### src/rtl/trig_lookup_arbiter.sv
// Round-robin arbiter sharing one dual-port cosine ROM (Q9) among NUM_REQ requesters.
// Define TRIG_VELOCITY_SCALE_EN to add speed-scaled velocity outputs (one extra cycle of latency).
module trig_lookup_arbiter #(
    parameter int NUM_REQ     = 4,
    parameter int ROM_LATENCY = 2,
    parameter int ANGLE_W     = 9,
    parameter int DATA_W      = 11
) (
    input  logic                       clk,
    input  logic                       rst,
    input  logic [NUM_REQ-1:0]         req_valid,
    input  logic [NUM_REQ*ANGLE_W-1:0] req_angle,
    output logic [NUM_REQ-1:0]         req_ready,
    output logic [ANGLE_W-1:0]         rom_addra,
    output logic [ANGLE_W-1:0]         rom_addrb,
    input  logic signed [DATA_W-1:0]   rom_douta,
    input  logic signed [DATA_W-1:0]   rom_doutb,
`ifdef TRIG_VELOCITY_SCALE_EN
    input  logic [10:0]                speed,
    output logic signed [11:0]         resp_vx,
    output logic signed [11:0]         resp_vy,
`endif
    output logic [NUM_REQ-1:0]         resp_valid,
    output logic signed [DATA_W-1:0]   resp_cos,
    output logic signed [DATA_W-1:0]   resp_sin,
    output logic                       busy
);
    localparam int IDX_W = (NUM_REQ > 1) ? $clog2(NUM_REQ) : 1;
    localparam int L     = ROM_LATENCY;

    logic [ANGLE_W-1:0] angle_arr [NUM_REQ];

    genvar gi;
    generate
        for (gi = 0; gi < NUM_REQ; gi++) begin : g_unpack
            assign angle_arr[gi] = req_angle[gi*ANGLE_W +: ANGLE_W];
        end
    endgenerate

    logic [IDX_W-1:0] last_grant_q, last_grant_d;
    logic [IDX_W-1:0] grant_idx, cand;
    logic             grant_any;

    // Search begins one past the last grant so every requester gets a turn.
    always_comb begin
        grant_any = 1'b0;
        grant_idx = last_grant_q;
        cand      = '0;
        for (int k = 1; k <= NUM_REQ; k++) begin
            cand = IDX_W'((int'(last_grant_q) + k) % NUM_REQ);
            if (!grant_any && req_valid[cand]) begin
                grant_any = 1'b1;
                grant_idx = cand;
            end
        end
        if (rst) begin
            grant_any = 1'b0;
        end
        req_ready    = grant_any ? (NUM_REQ'(1) << grant_idx) : '0;
        last_grant_d = grant_any ? grant_idx : last_grant_q;
    end

    logic [ANGLE_W-1:0] sel_angle, norm_angle;
    logic [ANGLE_W-1:0] addra_q, addra_d, addrb_q, addrb_d;

    // Port B reads cos(|a-90|), which equals sin(a) for 0 <= a < 360.
    always_comb begin
        sel_angle  = angle_arr[grant_idx];
        norm_angle = (sel_angle >= ANGLE_W'(360)) ? sel_angle - ANGLE_W'(360) : sel_angle;
        addra_d    = addra_q;
        addrb_d    = addrb_q;
        if (rst) begin
            addra_d = '0;
            addrb_d = '0;
        end else if (grant_any) begin
            addra_d = norm_angle;
            addrb_d = (norm_angle >= ANGLE_W'(90)) ? norm_angle - ANGLE_W'(90)
                                                   : ANGLE_W'(90) - norm_angle;
        end
    end

    assign rom_addra = addra_d;
    assign rom_addrb = addrb_d;

    logic [L-1:0]       pipe_vld_q, pipe_vld_d;
    logic [NUM_REQ-1:0] pipe_id_q [L];
    logic [NUM_REQ-1:0] pipe_id_d [L];
`ifdef TRIG_VELOCITY_SCALE_EN
    logic [10:0]        pipe_spd_q [L];
    logic [10:0]        pipe_spd_d [L];
`endif

    always_comb begin
        pipe_vld_d    = '0;
        pipe_id_d     = '{default: '0};
        pipe_vld_d[0] = grant_any;
        pipe_id_d[0]  = req_ready;
`ifdef TRIG_VELOCITY_SCALE_EN
        pipe_spd_d    = '{default: '0};
        pipe_spd_d[0] = speed;
`endif
        for (int s = 1; s < L; s++) begin
            pipe_vld_d[s] = pipe_vld_q[s-1];
            pipe_id_d[s]  = pipe_id_q[s-1];
`ifdef TRIG_VELOCITY_SCALE_EN
            pipe_spd_d[s] = pipe_spd_q[s-1];
`endif
        end
    end

    always_ff @(posedge clk) begin
        if (rst) begin
            last_grant_q <= IDX_W'(NUM_REQ - 1);
            addra_q      <= '0;
            addrb_q      <= '0;
            pipe_vld_q   <= '0;
            for (int s = 0; s < L; s++) begin
                pipe_id_q[s] <= '0;
`ifdef TRIG_VELOCITY_SCALE_EN
                pipe_spd_q[s] <= '0;
`endif
            end
        end else begin
            last_grant_q <= last_grant_d;
            addra_q      <= addra_d;
            addrb_q      <= addrb_d;
            pipe_vld_q   <= pipe_vld_d;
            for (int s = 0; s < L; s++) begin
                pipe_id_q[s] <= pipe_id_d[s];
`ifdef TRIG_VELOCITY_SCALE_EN
                pipe_spd_q[s] <= pipe_spd_d[s];
`endif
            end
        end
    end

    logic               tail_vld;
    logic [NUM_REQ-1:0] tail_id;
    assign tail_vld = pipe_vld_q[L-1];
    assign tail_id  = pipe_id_q[L-1];

`ifdef TRIG_VELOCITY_SCALE_EN
    // Divide by 512 rounding toward zero, matching signed integer division.
    function automatic logic signed [11:0] scale_q9(input logic signed [23:0] p);
        logic [23:0] mag;
        mag = p[23] ? 24'(-p) : 24'(p);
        mag = mag >> 9;
        return p[23] ? 12'(-mag) : 12'(mag);
    endfunction

    logic                     out_vld_q, out_vld_d;
    logic [NUM_REQ-1:0]       out_id_q, out_id_d;
    logic signed [DATA_W-1:0] out_cos_q, out_cos_d, out_sin_q, out_sin_d;
    logic signed [11:0]       out_vx_q, out_vx_d, out_vy_q, out_vy_d;
    logic signed [23:0]       spd_s, cos_s, sin_s;

    always_comb begin
        spd_s     = 24'($signed({1'b0, pipe_spd_q[L-1]}));
        cos_s     = 24'(rom_douta);
        sin_s     = 24'(rom_doutb);
        out_vld_d = tail_vld;
        out_id_d  = '0;
        out_cos_d = '0;
        out_sin_d = '0;
        out_vx_d  = '0;
        out_vy_d  = '0;
        if (tail_vld) begin
            out_id_d  = tail_id;
            out_cos_d = rom_douta;
            out_sin_d = rom_doutb;
            out_vx_d  = scale_q9(spd_s * cos_s);
            out_vy_d  = 12'(-scale_q9(spd_s * sin_s));
        end
    end

    always_ff @(posedge clk) begin
        if (rst) begin
            out_vld_q <= 1'b0;
            out_id_q  <= '0;
            out_cos_q <= '0;
            out_sin_q <= '0;
            out_vx_q  <= '0;
            out_vy_q  <= '0;
        end else begin
            out_vld_q <= out_vld_d;
            out_id_q  <= out_id_d;
            out_cos_q <= out_cos_d;
            out_sin_q <= out_sin_d;
            out_vx_q  <= out_vx_d;
            out_vy_q  <= out_vy_d;
        end
    end

    always_comb begin
        resp_valid = '0;
        resp_cos   = '0;
        resp_sin   = '0;
        resp_vx    = '0;
        resp_vy    = '0;
        busy       = 1'b0;
        if (!rst) begin
            busy = (|pipe_vld_q) | out_vld_q;
            if (out_vld_q) begin
                resp_valid = out_id_q;
                resp_cos   = out_cos_q;
                resp_sin   = out_sin_q;
                resp_vx    = out_vx_q;
                resp_vy    = out_vy_q;
            end
        end
    end
`else
    // ROM data is forwarded unregistered in the cycle the lookup completes.
    always_comb begin
        resp_valid = '0;
        resp_cos   = '0;
        resp_sin   = '0;
        busy       = 1'b0;
        if (!rst) begin
            busy = |pipe_vld_q;
            if (tail_vld) begin
                resp_valid = tail_id;
                resp_cos   = rom_douta;
                resp_sin   = rom_doutb;
            end
        end
    end
`endif

endmodule

### config.mk
export PLATFORM = sky130hd
export DESIGN_NAME = trig_lookup_arbiter
export DESIGN_NICKNAME = d
export VERILOG_FILES = /design/src/rtl/trig_lookup_arbiter.sv
export SDC_FILE = /design/constraint.sdc
export NUM_CORES = 1
export LEC_CHECK = 0
export CORE_MARGIN = 2
export CORE_UTILIZATION = 45
export CTS_CLUSTER_DIAMETER = 100
export CTS_CLUSTER_SIZE = 10
export DETAILED_ROUTE_END_ITERATION = 6
export PLACE_DENSITY = 0.89
export SLEW_MARGIN = 10
export SYNTH_ARGS = -nofsm -noshare
export SYNTH_HDL_FRONTEND = slang
export SYNTH_SLANG_ARGS = --single-unit
### constraint.sdc
create_clock -name clk -period 5.91 [get_ports clk]
set_input_delay 0.8865 -clock clk [delete_from_list [all_inputs] [get_ports clk]]
set_output_delay 0.8865 -clock clk [all_outputs]
set_load 0.02 [all_outputs]
==> Yosys cells after proc, flatten, opt, wreduce, memory -nomap -nowiden <==
Memories as Yosys holds them, arrays and structs flattened.
Index checks and enable logic that the tools add are counted.
{ "totals": {"regBits": 22, "ram_bits": 8, "out_inout_bits": 49, "word_cells": 69, "memories": 1} }
{ "op_classes": {"n_addsub": 7, "n_lt_le_gt_ge": 7, "shift": 1, "n_mux": 39, "bitwise_logic": 3, "reduce_logical": 7} }
{ "memory_table": {"columns": ["memory", "depth", "width", "read_ports", "rd_clocked_by_memory_dff", "wr", "line_no", "text"], "rows": [
  ["pipe_id_q", 2, 4, 2, 0, 2, "86", "logic [NUM_REQ-1:0] pipe_id_q [L];"]
]} }
{ "op_table": {"columns": ["op", "n"], "rows": [
  ["9-bit two-way mux", 8],
  ["11-bit two-way mux", 4],
  ["4-bit two-way mux", 5],
  ["9-bit binary-select mux with 2-bit select", 1],
  ["1-bit two-way mux", 13],
  ["2-bit by 3-bit < comparator with 1-bit output (second input constant)", 4],
  ["9-bit by 7-bit greater-or-equal comparator with 1-bit output (second input constant)", 1],
  ["9-bit greater-or-equal comparator (second input constant)", 1],
  ["7-bit by 9-bit subtractor with 9-bit output (first input constant)", 1],
  ["9-bit by 7-bit subtractor with 9-bit output (second input constant)", 1],
  ["9-bit subtractor (second input constant)", 1],
  ["1-bit binary-select mux with 2-bit select", 4],
  ["2-bit two-way mux", 4],
  ["2-bit by 1-bit adder with 2-bit output (second input constant)", 2],
  ["2-bit adder (second input constant)", 2],
  ["1-bit by 2-bit << shifter with 4-bit output (first input constant)", 1],
  ["3-bit greater-or-equal comparator (second input constant)", 1],
  ["1-bit logical AND", 3],
  ["1-bit zero test", 3],
  ["2-bit NOT with 3-bit output", 1],
  ["1-bit bitwise OR", 2],
  ["2-bit OR reduction", 1]
]} }

==> Depth between registers and ports, before layout <==
Gate-level depths: netlist of run 1.
{ "depth": {"word_depth": 23, "mapped_depth": 16, "depth_no_buf": 13} }

==> Worst setup path before layout of run 1 <==
Ideal clock, no wire load.
{ "synth_path": {"kind": "input port to output port", "start": "input port req_valid[1]", "end": "output port rom_addrb[8]", "arrival_time_ns": 4.165, "required_ns": 5.023, "setup_slack_ns": 0.858, "path_stages": 11, "path_buffers": 1, "cell_sequence": "nand2b_1 a21oi_1 a211oi_2 buf_6 mux4_2 o211ai_2 mux2i_1 a21oi_2 nor2_1 a2111oi_0 a2111oi_0"} }
{ "synth_via": {"elab_chain_cells": 22, "word_cells_on_any_way": 36, "cone_classes": "3 x add/sub; 2 x order compare; 24 x mux; 1 x bitwise; 6 x reduce/logical"} }
{ "synth_lines": {"columns": ["item", "line_no", "text"], "rows": [
  ["from (decl)", "11", "input logic [NUM_REQ-1:0] req_valid,"],
  ["1-bit binary-select mux with 2-bit select", "51", "if (!grant_any && req_valid[cand]) begin"],
  ["1-bit two-way mux (implied by the code)", "51", null],
  ["1-bit two-way mux", "51", null],
  ["1-bit zero test", "51", null],
  ["1-bit logical AND", "51", null],
  ["1-bit two-way mux", "51", null],
  ["1-bit zero test", "51", null],
  ["1-bit logical AND", "51", null],
  ["[... 5 more ...]", null, null],
  ["9-bit binary-select mux with 2-bit select", "68", "sel_angle = angle_arr[grant_idx];"],
  ["9-bit two-way mux (implied by the code) (2 in a row)", "68", null],
  ["9-bit subtractor / 9-bit greater-or-equal comparator (equally long branches)", "69", "norm_angle = (sel_angle >= ANGLE_W'(360)) ? sel_angle - ANGLE_W'(360) : sel_angle;"],
  ["9-bit two-way mux", "69", null],
  ["7-bit by 9-bit subtractor with 9-bit output (tied with other cells)", "78", ": ANGLE_W'(90) - norm_angle;"],
  ["9-bit two-way mux", "77", "addrb_d = (norm_angle >= ANGLE_W'(90)) ? norm_angle - ANGLE_W'(90)"],
  ["9-bit two-way mux *", "75", "end else if (grant_any) begin"],
  ["9-bit two-way mux *", "72", "if (rst) begin"],
  ["to (decl)", "15", "output logic [ANGLE_W-1:0] rom_addrb,"]
]} }
Mark *: on every way between the ends. The rest lies on a longest branch, timed or not. The select of a mux whose other input is x is not followed.

==> Worst setup path in the final report of run 1 <==
{ "layout_path": {"start": "input port req_valid[1]", "end": "output port rom_addrb[3]"} }
The elaborated chain is that of the path after synthesis.

==> run summary, run 1 <==
- **count of nets left with antenna violations after detail routing** 0
- **max-slew violation count** 0
- **Die Ht** 79.1 um
- **count of buffering cells on the critical path with inverters included** 5
- **maximum buffer depth of the clock tree** 2
- **global placer's final weighted congestion** 1.00
- **first-pass iteration count of the detailed router** 4
- **Critical Path Source Type** primary input
- **fraction of the yosys area taken by sequential cells** 23.7%
- **total routed wirelength** 7460 um
- **final routed DRC violation total** 0
- **summed instance area of the synthesized netlist** 2540 um^2
- **number of instances in the synthesized netlist** 328
- **Worst-Skew Late Latency** 0.28 ns
- **startpoint of the most critical register-to-register path** last_grant_q[1]
- **number of buffers inserted by post-CTS setup repair** 0
- **clk slew on worst S/H paths** 0.07 ns
- **vias in the first global route** 2634
- **DIE AREA** 6260 um^2
- **count of distinct cell types in the synthesized netlist** 58
- **hold_ws** 0.440 ns
- **number of top-level design ports** 113
- **most used cells in the layout excluding fill and tap cells** clkdlybuf4s50_1, dfxtp_1, and2_1, nor2_1, a211oi_1
- **Area contributors post-synth** dfxtp_1, and2_1, a211oi_1
- **async set or reset register ratio after synthesis** 0%
- **area of the placeable core** 5470 um^2
- **CP max FO** 12
- **count of hold-fix buffers inserted at cts** 0
- **count of cells along the worst hold path** 1
- **TritonCTS clock tree** done
- **HPWL Detailed** 5870 um
- **worst min-delay path startpoint** pipe_id_q[0][3]
- **Core Util, Final** 71.6%
- **post-synth top area share** 23.7%
- **flip-flop and latch count after synthesis** 30
- **starting density of the core** 46.4%
- **Max stage delay cell, worst path** clkdlybuf4s50_1
- **cell-by-cell listing of the critical path** clkdlybuf4s50_1, nand2b_1, a32oi_1, buf_4, and2_1, nand2_1, a31o_2, ha_1, inv_1, a2111o_1, nand3b_1, buf_4, or3_1, a21o_1, nand3_1, clkdlybuf4s50_1
- **pin count of the biggest net entering global routing** 30
- **final design area excluding fillers** 3920 um^2
- **data required time at the worst endpoint** 5.02 ns
- **std cell rows** 27
- **final cycle utilization of the critical path** 95.3%
- **H-tree depth** 2
- **terminating pin of the worst hold path** pipe_id_q[0][7]
- **worst-case vdd ir drop** 0.130 mV
- **leakage power** 1.63 nW
- **leading cell type in the layout, fill and taps excluded** clkdlybuf4s50_1
- **Rel. slew slack** 57.0%
- **post-synthesis net count** 397
- **routed via count** 2858
- **slack of the worst reg-to-reg path** 2.50 ns
- **number of inserted filler cells in the final layout** 445
- **post-synthesis share of cell area spent on full adders, half adders and majority gates** 2.46%
- **CTS root buffer** clkbuf_8
- **Synth Area in Compound Gates** 28.7%
- **Nets** 512
- **power density over cell area** 278 nW/um^2
- **Largest stage delay, worst path** 0.61 ns
- **Fin Clk Skew** 0.00402 ns
- **total inserted antenna cells** 0
- **leading area contributor after synthesis** dfxtp_1
- **setup repair after global routing missed its margin** no
- **I/O Buffers** 112
- **wire length per cell after detailed routing** 14.5 um
- **dominant register cell in the synthesized netlist** dfxtp_1
- **Worst EP arrival** 4.75 ns
- **Worst-Margin Slew** 0.643 ns
- **global-route usage over all layers** 24.0%
- **number of buffers inserted during clock tree synthesis** 5
- **initial antenna violation count** 0
- **fraction of final layout cells with drive strength greater than 1** 12.4%
- **Avg Inst Size Synth** 7.74 um^2
- **residual overflow from global routing** 0
- **global-route wire length before repair** 12100 um
- **kind of cell with the highest combined delay on the critical path** buffers and inverters
- **max frequency** 0.178 GHz
- **final-report hold violation count** 0
- **outcome** finished clean
- **number of warnings reported in the yosys synthesis log** 0
- **dominant combinational cell family by area after synthesis** compound AO/OA/AOI/OAI gates
- **endpoint class of the critical path** output port
- **Clock Sinks** 30
- **share of synthesized area spent on multiplexers** 9.36%
- **Period minus WS final** 5.63 ns
- **via count normalized by instance count** 5.54
- **max-capacitance violation count** 0
- **placed instance area** 3780 um^2
- **Simple-Gate Fraction of Synth Area** 26.2%
- **xor/xnor share of the synthesized area** 0.690%
- **endpoint of the lowest-slack register-to-register path** addrb_q[8]
- **first-iteration detailed-routing DRC count** 157
- **Final Setup Violations** 0
- **Die Span X** 79.1 um
- **startpoint of the worst setup timing path** req_valid[1]
- **Hold Path Class** flip-flop to flip-flop
- **number of cells on the worst reg-to-reg path** 14
- **count of flip-flops with a built-in enable after synthesis** 0
- **setup TNS after final layout** 0 ns
- **relative area change from synthesis to final layout** 54.4%
- **CTS resizes** 0
- **start-to-end type of the worst setup path** primary input to output port
==> worst max path at each step <==
stage	to	cells past startpoint	slack, ns
floorplan	rom_addrb[8]	11	0.86
global placement	rom_addrb[4]	17	0.20
detailed placement	rom_addrb[5]	11	0.16
CTS	rom_addrb[5]	11	0.15
global route	rom_addrb[1]	13	0.01
finish	rom_addrb[3]	16	0.28
==> cell families after synthesis <==
group                    count (synthesis)
flip-flops                              30
XOR/XNOR                                 2
multiplexers                            20
buffers and inverters                   48
AND/OR/NAND/NOR                        126
AO/OA/AOI/OAI                           97
adder cells (fa/ha/maj)                  5
==> layout make-up <==
type / count / area [um^2] / share of cell area, %
sequential: 30 / 601 / 15.3
clock buffer: 7 / 86.3 / 2.20
inverter: 22 / 82.6 / 2.11
clock inverter: 1 / 5.00 / 0.128
multi-input combinational: 250 / 1760 / 44.8
timing repair buffer: 134 / 1300 / 33.1
tap: 72 / 90.1 / 2.30
==> metrics by stage <==
| step | std cells | setup slack [ns] | total power [W] |
|---|---|---|---|
| after detailed placement | 508 | 0.163 | 0.000907 |
| final | 516 | 0.276 | 0.00109 |
| after floorplan | 328 | 0.858 | 0.000673 |
| after global routing | 516 | 0.0132 | 0.00117 |
| after global placement | 508 | 0.203 | 0.000896 |
| after CTS | 516 | 0.150 | 0.00108 |
==> registers in the layout, indices dropped and copies added (netlist names) <==
signal / cells
addra_q: 9
addrb_q: 9
pipe_id_q: 8
last_grant_q: 2
pipe_vld_q: 2
==> power breakdown <==
part / switching (W) / internal [W]
sequential: 0.0000131 / 0.000244
combinational: 0.000359 / 0.000303
clock: 0.0000778 / 0.0000938
total: 0.000450 / 0.000641
==> metal layers <==
metal	up-vias	GRT usage (%)	share of wire, %
met5	-	0	0
met4	0	6.90	1.7
met3	14	4.89	7.4
met2	119	43.5	49
met1	1292	28.7	41
li1	1433	-	-
==> Yosys cell counts, types with 2 or more instances <==
library cell and n:
nand3_1 6, a21o_1 2, and2_1 29, mux4_2 2
buf_6 3, mux2_2 7, a211oi_1 24, mux2i_1 10
a31oi_1 2, buf_4 5, o211ai_1 2, dfxtp_1 30
and3_1 5, or3_1 3, nor2_1 28, a311oi_1 4
a32oi_1 11, nand3b_1 3, o21ai_0 7, ha_1 5
a2111oi_0 3, nand4_1 2, nor2b_1 9, o311ai_0 3
nor3_1 9, buf_2 4, nand2b_1 5, a21oi_1 20
clkbuf_1 13, inv_1 22, nor4_1 3, o21a_1 2
nand2_1 19, o31ai_1 2
Note: power is estimated with default switching activity, not from simulation.
==> run 2, diff against run 1 <==
--- a/config.mk
+++ b/config.mk
@@ -6,11 +6,11 @@
 export NUM_CORES = 1
 export LEC_CHECK = 0
 export CORE_MARGIN = 2
-export CORE_UTILIZATION = 45
+export CORE_UTILIZATION = 43
 export CTS_CLUSTER_DIAMETER = 100
 export CTS_CLUSTER_SIZE = 10
 export DETAILED_ROUTE_END_ITERATION = 6
-export PLACE_DENSITY = 0.89
+export PLACE_DENSITY = 0.86
 export SLEW_MARGIN = 10
 export SYNTH_ARGS = -nofsm -noshare
 export SYNTH_HDL_FRONTEND = slang
==> constraint.sdc (replaced) <==
create_clock -name clk -period 5.65 [get_ports clk]
set_input_delay 0.8475 -clock clk [delete_from_list [all_inputs] [get_ports clk]]
set_output_delay 0.8475 -clock clk [all_outputs]
set_load 0.02 [all_outputs]
==> run 2 against run 1 <==
Sequential cell count stayed put. Critical path depth unchanged. First-iteration DRC count is 12% higher. Combinational power is 11% higher. Die area grew 4.4%. Largest cell class unchanged. Sequential share of layout area shrank 0.41 points. Clock-buffer cell count fell by 2. Setup slack lost 0.069 ns. Clock power is 22% higher. Clock skew barely moved. Global-route usage is 1.5 points lower.
==> run summary, run 2 (synthesis results as in run 1) <==
- **Critical Path Source Type** primary input
- **residual overflow from global routing** 0, unchanged
- **Layout Cells excl Fill** 527, +2.1%
- **Clock Sinks** 30, unchanged
- **clk slew on worst S/H paths** 0.07 ns, about the same
- **initial antenna violation count** 0, unchanged
- **TritonCTS clock tree** done
- **startpoint of the most critical register-to-register path** last_grant_q[1]
- **leading cell type in the layout, fill and taps excluded** clkdlybuf4s50_1
- **global-route wire length before repair** 11700 um, -3.3%
- **Worst-Margin Slew** 1.09 ns, +0.446 ns
- **total routed wirelength** 7720 um, +3.5%
- **DIE AREA** 6530 um^2, +4.4%
- **number of top-level design ports** 113, unchanged
- **Final Setup Violations** 0, unchanged
- **power density over cell area** 302 nW/um^2, +8.3%
- **vias in the first global route** 2608, -0.99%
- **final cycle utilization of the critical path** 96.3%
- **fraction of final layout cells with drive strength greater than 1** 15.2%, +2.8 points
- **terminating pin of the worst hold path** pipe_id_q[0][6]
- **Rel. slew slack** 27.3%, -30 points
- **slack of the worst reg-to-reg path** 2.16 ns, -0.34 ns
- **global-route usage over all layers** 22.6%, -1.5 points
- **max frequency** 0.184 GHz
- **I/O Buffers** 112, unchanged
- **worst min-delay path startpoint** pipe_id_q[0][2]
- **Hold Path Class** flip-flop to flip-flop
- **H-tree depth** 2, unchanged
- **global placer's final weighted congestion** 0.902, -10%
- **Die Ht** 80.8 um, +2.2%
- **most used cells in the layout excluding fill and tap cells** clkdlybuf4s50_1, buf_4, dfxtp_1, and2_1, nor2_1
- **max-slew violation count** 0, unchanged
- **data required time at the worst endpoint** 4.80 ns, -0.22 ns
- **Nets** 523, +2.1%
- **outcome** finished clean
- **pin count of the biggest net entering global routing** 33, +10%
- **Fin Clk Skew** 0.00388 ns, -0.000145 ns
- **Die Span X** 80.8 um, +2.2%
- **total inserted antenna cells** 0, unchanged
- **CTS root buffer** clkbuf_8
- **max-capacitance violation count** 0, unchanged
- **Worst-Skew Late Latency** 0.28 ns, about the same
- **count of hold-fix buffers inserted at cts** 0, unchanged
- **Period minus WS final** 5.44 ns
- **wire length per cell after detailed routing** 14.6 um, +1.3%
- **cell count after placement** 516, +1.6%
- **endpoint of the lowest-slack register-to-register path** addrb_q[6]
- **final-report hold violation count** 0, unchanged
- **top flop regs** addra_q: 9 flops, addrb_q: 9 flops, pipe_id_q: 8 flops
- **count of cells along the worst hold path** 1, unchanged
- **area of the placeable core** 5610 um^2, +2.5%
- **final routed DRC violation total** 0, unchanged
- **routed via count** 2941, +2.9%
- **relative area change from synthesis to final layout** 58.6%
- **first-pass iteration count of the detailed router** 5, +1
- **HPWL Detailed** 5970 um, +1.8%
- **worst-case vdd ir drop** 0.181 mV, +39%
- **Worst EP arrival** 4.60 ns, -0.15 ns
- **via count normalized by instance count** 5.58, +0.76%
- **leakage power** 1.71 nW, +5.0%
- **number of cells on the worst reg-to-reg path** 11, -3
- **count of nets left with antenna violations after detail routing** 0, unchanged
- **std cell rows** 27, unchanged
- **start-to-end type of the worst setup path** primary input to output port
- **Core Util, Final** 71.8%, +0.19 points
- **number of buffers inserted during clock tree synthesis** 5, unchanged
- **endpoint class of the critical path** output port
- **first-iteration detailed-routing DRC count** 176, +12%
- **maximum buffer depth of the clock tree** 2, unchanged
- **CP max FO** 14, +2
- **starting density of the core** 45.3%, -1.1 points
## run 2: through the flow
| step | hold slack [ns] | setup slack [ns] | total power [W] | instance area (um^2) | TNS (ns) |
|---|---|---|---|---|---|
| finish | 0.434 | 0.207 | 0.00121 | 4030 | 0 |
| global route | 0.468 | -0.00608 | 0.00129 | 4030 | -0.00608 |
| CTS | 0.439 | -0.0105 | 0.00118 | 3950 | -0.0209 |
| detailed placement | 0.424 | 0.00179 | 0.000959 | 3830 | 0 |
| global placement | 0.416 | -0.0495 | 0.000947 | 3830 | -0.0495 |
| floorplan | 0.414 | 0.676 | 0.000704 | 2540 | 0 |
## run 2: worst max-delay path, stage by stage
cell	delay (ns)
clkdlybuf4s50_1	0.42
buf_4	0.16
nand2_1	0.10
a21oi_1	0.10
a211oi_2	0.20
buf_4	0.25
mux4_2	0.41
buf_4	0.19
nand4_1	0.12
a2111o_1	0.18
nand3b_1	0.14
buf_4	0.20
or3_1	0.37
a21o_1	0.21
nand3_1	0.09
clkdlybuf4s50_1	0.61
## run 2: area by class of cell
type | instances | area, um^2
fillers | 417 | 1580
repair buffers | 145 | 1380
clock buffers | 5 | 68.8
multi-input cells | 250 | 1760
well taps | 72 | 90.1
inverters | 22 | 82.6
clock inverters | 3 | 40.0
flip-flops and latches | 30 | 601
## run 2: layer usage
layer  share of wire, %  track usage (%)  up-vias  wire, um
li1                   -                -     1459         -
met1                 40             26.4     1331      3090
met2                 51             42.9      138      3900
met3                8.1             4.11       13       624
met4                1.4             4.24        0       107
met5                  0                0        -         0
## run 2: worst max path at each step
stage,endpoint,from,slack (ns),cells after the start
after floorplan,rom_addrb[8],req_valid[1],0.68,11
after global placement,rom_addrb[4],req_valid[3],-0.05,14
after detailed placement,rom_addrb[2],req_valid[3],0.002,14
after CTS,rom_addrb[8],req_valid[3],-0.01,15
after global routing,rom_addrb[3],req_valid[3],-0.006,16
final,rom_addrb[3],req_valid[3],0.21,16
## run 2: power breakdown
part	internal, W	switching [W]	total, W	leakage, nW
clock network	0.000130	0.0000797	0.000209	0.0579
registers	0.000255	0.0000142	0.000270	0.248
logic	0.000343	0.000393	0.000736	1.40
total	0.000728	0.000487	0.00121	1.71
## run 2: what timing repair did
action	CTS	global route
buffers inserted	0	3
resized for setup	1	15
cloned	0	0
setup endpoints to repair	3	7
